==> src/rtl/vga_vram_scan.sv <==
// vga_vram_scan
//   Display-side VRAM reader. Generates VGA raster timing (640x480@60 by
//   default) on clk25M, publishes the undelayed raster position to the game
//   logic, issues one VRAM read per visible pixel and lines the returned
//   colour up with delayed copies of the syncs.
//
// Ports
//   clk25M      in   1   pixel clock, the only clock
//   reset_n     in   1   asynchronous assert, synchronous release, active low
//   scan_en     in   1   1 = run the raster, 0 = hold the raster at (0,0)
//   whpos       out  10  horizontal counter, undelayed
//   wvpos       out  10  vertical counter, undelayed
//   vram_raddr  out  19  read address, wvpos*H_ACTIVE + whpos while active
//   vram_ren    out  1   read strobe, high on visible pixels only
//   vram_rdata  in   12  colour {R4,G4,B4}, valid RD_LAT clocks after vram_ren
//   vga_r/g/b   out  4   colour, zero outside the active area
//   vga_hsync   out  1   horizontal sync, active low
//   vga_vsync   out  1   vertical sync, active low
//   frame_tick  out  1   one-clock pulse at (0, V_ACTIVE), start of vblank
//
// Read protocol: vram_ren is a request with no back-pressure. Whenever it is
// high in cycle t, the memory presents the word at vram_raddr on vram_rdata in
// cycle t+RD_LAT; nothing is returned for cycles where vram_ren is low.
// RD_LAT must lie in 1..4.

module vga_vram_scan #(
  parameter int H_ACTIVE = 640,
  parameter int H_FP     = 16,
  parameter int H_SYNC   = 96,
  parameter int H_BP     = 48,
  parameter int V_ACTIVE = 480,
  parameter int V_FP     = 10,
  parameter int V_SYNC   = 2,
  parameter int V_BP     = 33,
  parameter int RD_LAT   = 1
) (
  input  logic        clk25M,
  input  logic        reset_n,
  input  logic        scan_en,
  output logic [9:0]  whpos,
  output logic [9:0]  wvpos,
  output logic [18:0] vram_raddr,
  output logic        vram_ren,
  input  logic [11:0] vram_rdata,
  output logic [3:0]  vga_r,
  output logic [3:0]  vga_g,
  output logic [3:0]  vga_b,
  output logic        vga_hsync,
  output logic        vga_vsync,
  output logic        frame_tick
);

  localparam logic [9:0] H_ACT     = 10'(H_ACTIVE);
  localparam logic [9:0] V_ACT     = 10'(V_ACTIVE);
  localparam logic [9:0] H_PX_LAST = 10'(H_ACTIVE - 1);
  localparam logic [9:0] V_PX_LAST = 10'(V_ACTIVE - 1);
  localparam logic [9:0] H_LAST    = 10'(H_ACTIVE + H_FP + H_SYNC + H_BP - 1);
  localparam logic [9:0] V_LAST    = 10'(V_ACTIVE + V_FP + V_SYNC + V_BP - 1);
  localparam logic [9:0] HS_START  = 10'(H_ACTIVE + H_FP);
  localparam logic [9:0] HS_END    = 10'(H_ACTIVE + H_FP + H_SYNC - 1);
  localparam logic [9:0] VS_START  = 10'(V_ACTIVE + V_FP);
  localparam logic [9:0] VS_END    = 10'(V_ACTIVE + V_FP + V_SYNC - 1);

  logic [9:0]  hcnt;
  logic [9:0]  vcnt;
  logic [18:0] addr_cnt;
  logic        run_q;
  logic        run;
  logic        active;
  logic        line_end;
  logic        frame_end;
  logic        last_px;
  logic        hs_raw;
  logic        vs_raw;
  logic [RD_LAT-1:0] de_d;
  logic [RD_LAT-1:0] hs_d;
  logic [RD_LAT-1:0] vs_d;

  // run_q is a registered copy of scan_en. After reset release or a rising
  // scan_en the raster spends one clock parked at (0,0) with no read issued,
  // then pixel (0,0) is shown on the following clock. A falling scan_en stops
  // reads and syncs immediately through the combinational term.
  always_ff @(posedge clk25M or negedge reset_n) begin
    if (!reset_n) begin
      run_q <= 1'b0;
    end else begin
      run_q <= scan_en;
    end
  end

  assign run       = run_q && scan_en;
  assign active    = run && (hcnt < H_ACT) && (vcnt < V_ACT);
  assign line_end  = (hcnt == H_LAST);
  assign frame_end = line_end && (vcnt == V_LAST);
  assign last_px   = (hcnt == H_PX_LAST) && (vcnt == V_PX_LAST);
  assign hs_raw    = !(run && (hcnt >= HS_START) && (hcnt <= HS_END));
  assign vs_raw    = !(run && (vcnt >= VS_START) && (vcnt <= VS_END));

  // Raster counters.
  always_ff @(posedge clk25M or negedge reset_n) begin
    if (!reset_n) begin
      hcnt <= 10'd0;
      vcnt <= 10'd0;
    end else if (!run) begin
      hcnt <= 10'd0;
      vcnt <= 10'd0;
    end else if (line_end) begin
      hcnt <= 10'd0;
      vcnt <= (vcnt == V_LAST) ? 10'd0 : vcnt + 10'd1;
    end else begin
      hcnt <= hcnt + 10'd1;
    end
  end

  // Linear read address. It advances after every visible pixel except the
  // last one of the frame, so it sits at the next line's first address during
  // horizontal blanking and at the final pixel address through vblank; it
  // never goes past H_ACTIVE*V_ACTIVE-1.
  always_ff @(posedge clk25M or negedge reset_n) begin
    if (!reset_n) begin
      addr_cnt <= 19'd0;
    end else if (!run || frame_end) begin
      addr_cnt <= 19'd0;
    end else if (active && !last_px) begin
      addr_cnt <= addr_cnt + 19'd1;
    end
  end

  // Data-enable and syncs delayed by the read latency so the last stage lines
  // up with the colour word arriving on vram_rdata.
  always_ff @(posedge clk25M or negedge reset_n) begin
    if (!reset_n) begin
      de_d <= '0;
      hs_d <= '1;
      vs_d <= '1;
    end else begin
      de_d[0] <= active;
      hs_d[0] <= hs_raw;
      vs_d[0] <= vs_raw;
      for (int i = 1; i < RD_LAT; i++) begin
        de_d[i] <= de_d[i-1];
        hs_d[i] <= hs_d[i-1];
        vs_d[i] <= vs_d[i-1];
      end
    end
  end

  assign whpos      = hcnt;
  assign wvpos      = vcnt;
  assign vram_raddr = addr_cnt;
  assign vram_ren   = active;
  assign frame_tick = run && (hcnt == 10'd0) && (vcnt == V_ACT);
  assign vga_hsync  = hs_d[RD_LAT-1];
  assign vga_vsync  = vs_d[RD_LAT-1];
  assign {vga_r, vga_g, vga_b} = de_d[RD_LAT-1] ? vram_rdata : 12'h000;

endmodule

==> config.mk <==
export PLATFORM = sky130hd
export DESIGN_NAME = vga_vram_scan
export DESIGN_NICKNAME = d
export VERILOG_FILES = /design/src/rtl/vga_vram_scan.sv
export SDC_FILE = /design/constraint.sdc
export NUM_CORES = 1
export LEC_CHECK = 0
export ABC_CLOCK_PERIOD_IN_PS = 2950
export CORE_UTILIZATION = 49
export CTS_BUF_LIST = sky130_fd_sc_hd__clkbuf_4
export CTS_CLUSTER_DIAMETER = 30
export DETAILED_ROUTE_END_ITERATION = 10
export PLACE_DENSITY_LB_ADDON = 0.12
export SYNTH_ARGS = -nofsm -noshare
export SYNTH_HDL_FRONTEND = slang
export SYNTH_SLANG_ARGS = --single-unit
==> constraint.sdc <==
create_clock -name clk25M -period 2.95 [get_ports clk25M]
set_clock_uncertainty 0.15 [all_clocks]
set_input_delay 0.59 -clock clk25M [delete_from_list [all_inputs] [get_ports clk25M]]
set_output_delay 0.59 -clock clk25M [all_outputs]
set_load 0.01 [all_outputs]
==> metrics.md <==
| Metric | Value |
|---|---|
| Synthesized area | `2430 sq um` |
| Final Cycle Share | `93.6%` |
| Num rows | `25` |
| Routed vias | `2,098` |
| Worst-case hold slack | `0.202 ns` |
| Antenna Nets Post-Route | `0` |
| CTS H-tree depth | `2` |
| Register area share after synthesis | `44.4%` |
| CP max stage delay | `0.47 ns` |
| Top post-synthesis cells by count | `41 x dfrtp_1, 36 x nor2_1, 18 x nand2_1, 18 x xnor2_1` |
| Routability cong. | `0.848` |
| Layout Nets | `345` |
| Max stage delay cell, worst path | `dfrtp_1` |
| DRC viols | `0` |
| Synth top area share | `42.3%` |
| CTS root buffer | `clkbuf_4` |
| Fin cells | `393` |
| Post-DR wirelength/cell | `14.0 microns` |
| FF/Latch Area | `1080 sq um` |
| Status | `complete, no violations` |
| Count leader, synth | `dfrtp_1` |
| CTS tree | `done` |
| Power Density | `346 nW/um^2` |
| Worst-Margin Slew | `0.928 ns` |
| Critical Path Source Type | `register` |
| Cell taking the most area after synthesis | `dfrtp_1` |
| Final Util | `69.4%` |
| Vias in the first global route | `1,973` |
| CP required | `2.21 ns` |
| Peak Freq | `0.362 GHz` |
| Initial core utilization | `51.1%` |
| Layout fillers | `385` |
| Overall global routing resource usage | `22.8%` |
| Asr flop ratio synth | `100%` |
| Critical path endpoint category | `output pin` |
| Clk buf depth | `2` |
| Multi-input gate area | `1240 sq um` |
| Synth Warn # | `0` |
| Setup repair bufs after CTS | `0` |
| Post-Syn Instances | `249` |
| Setup violations, final | `0` |
| First-pass GRT wire length | `9280 microns` |
| CP delay by family, top | `simple AND/OR/NAND/NOR gates` |
| Chip Height | `72.4 microns` |
| Routed WL | `5520 microns` |
| Mean Syn Cell Area | `9.75 sq um` |
| Synth-to-Final Area Change | `36.0%` |
| DIE WIDTH | `72.4 microns` |
| MaxCap Viol Count | `0` |
| Port bufs | `69` |
| Number of vias per cell | `5.34` |
| Unrepaired setup endpoints after global routing | `no` |
| Min Clock Period, post-route | `2.76 ns` |
| Cts bufs inserted | `5` |
| Grt total ovfl | `0` |
| Clock Pin Slew Worst Setup and Hold Paths | `0.13 ns` |
| Post-DP HPWL | `4000 microns` |
| Seq cells post-synth | `43` |
| HP Class | `in -> async` |
| Post-Syn Nets | `269` |
| WP buf/inv | `1` |
| LEAKAGE | `0.00127 uW` |
| 1st-pass router iterations | `4` |
| Layout cell share with drive strength beyond 1 | `8.90%` |
| Post-layout worst setup margin | `0.189 ns` |
| Kind of critical path | `reg -> out` |
| # IOs | `70` |
| Core Area | `4750 sq um` |
| Initial antenna violation count | `0` |
| Maximum VDD drop | `238 uV` |
| Clk_lat worst skew | `0.35 ns` |
| Crit path max fanout | `7` |
| Final hold violations | `0` |
| Critical Path AT | `2.02 ns` |
| 1st-iter DRT viols | `101` |
| EDFF count, synth | `0` |
| Max-slew violations | `0` |
| Synth cell types | `42` |
| DP Worst Slack | `-0.0245 ns` |
| Slew HR | `38.1%` |
| Synth Flop Type | `dfrtp_1` |
| Placed cells | `385` |
| # diodes | `0` |
| Area contributors post-synth | `dfrtp_1 42%, xnor2_1 6.5%, nor2_1 5.6%, xor2_1 4.0%, and2_1 3.6%` |
| Pin count of the biggest net entering global routing | `44` |
| Full die area | `5240 sq um` |
| Worst-path cell chain | `nor4_1 > nand4_1 > nor4b_1 > dlygate4sd2_1` |
| Clock sinks | `43` |
## timing repair
item / CTS / global route
hold buffers: 0 / 0
gates resized for setup: 1 / 0
setup endpoints to repair: 1 / 0
## routing by layer
metal | global-route usage (%) | vias to the layer above | wire length (microns)
li1 | - | 1020 | -
met1 | 31.7 | 989 | 2630
met2 | 34.7 | 81 | 2410
met3 | 5.97 | 8 | 414
met4 | 7.63 | 0 | 63
met5 | 0 | - | 0
## cells by family (layout without fill, tap and decap cells)
logic type                 Yosys count  count (layout)  synth area share, %
adders and majority gates            5               5                 2.58
xor gates and xnor gates            29              29                 10.5
and+or+nand+nor                    122             122                 27.4
AOI/OAI and AO/OA                   29              29                 9.54
DFF                                 43              43                 44.4
buffers and inverters               18              95                 4.33
muxes                                3               3                 1.24
## worst paths after layout
kind                            slack (ns)  cells after the start                          to                  startpoint
worst max-delay path                  0.19                      4                  frame_tick          whpos[4]$_DFF_PN0_
worst min-delay path                  0.20                      1   vram_raddr[1]$_DFFE_PN0P_                     reset_n
worst max register to register        0.59                      6        wvpos[9]$_DFFE_PN0P_          whpos[7]$_DFF_PN0_
worst min register to register        0.34                      1  vram_raddr[18]$_DFFE_PN0P_  vram_raddr[18]$_DFFE_PN0P_
max in group asynchronous             1.86                      1          whpos[7]$_DFF_PN0_                     reset_n
min in group clk25M                   0.34                      1  vram_raddr[18]$_DFFE_PN0P_  vram_raddr[18]$_DFFE_PN0P_
## cell type report
cell class,instances,share of cell area [%]
Multi-Input combinational cell,188,37.7
Sequential cell,43,32.7
Timing Repair Buffer,79,23.0
Tap cell,67,2.54
Clock inverter,3,2.05
Clock buffer,5,1.14
Inverter,8,0.910
## worst reg2reg max path, cell delays in order (launching register included)
cell,delay [ns]
dfrtp_1,0.41
buf_4,0.17
or4b_4,0.57
o31ai_4,0.54
nand3b_1,0.19
xor2_1,0.19
nor2_2,0.04
## cell usage in the layout, fill, tap and decap left out, drive strengths merged, types with 2 or more instances in the layout
cell type / count
or3: 4
mux2i: 3
xnor2: 18
a211oi: 8
nand3: 14
and3: 2
xor2: 11
o21a: 2
o21ai: 3
buf: 11
dfstp: 2
a2111oi: 6
nand2: 18
nor4: 2
and4: 3
nor2: 38
and2: 15
nand3b: 2
clkbuf: 5
inv: 8
bufinv: 2
a21oi: 5
o31ai: 2
nor3: 3
nor4b: 3
ha: 5
clkdlybuf4s50: 67
nand4b: 3
and3b: 2
dfrtp: 41
nand4: 11
## stage by stage
stage	power, uW	TNS (ns)	instance area, sq um
after floorplan	642	0	2430
after global placement	694	0	3200
after detailed placement	695	-0.0245	3200
after CTS	1160	0	3300
after global routing	1180	0	3300
final	1140	0	3300
## report_power, final
part	internal, uW	total (uW)	switching (uW)
combinational	43.3	85.5	42.3
clock	263	460	197
sequential	593	597	4.30
## sequential cells by signal, indices dropped and copies added, names as in the netlist
name        cells
de_d            1
vga_hsync       1
run_q           1
vga_vsync       1
wvpos          10
vram_raddr     19
whpos          10
Power figures use the tool's default switching activity.
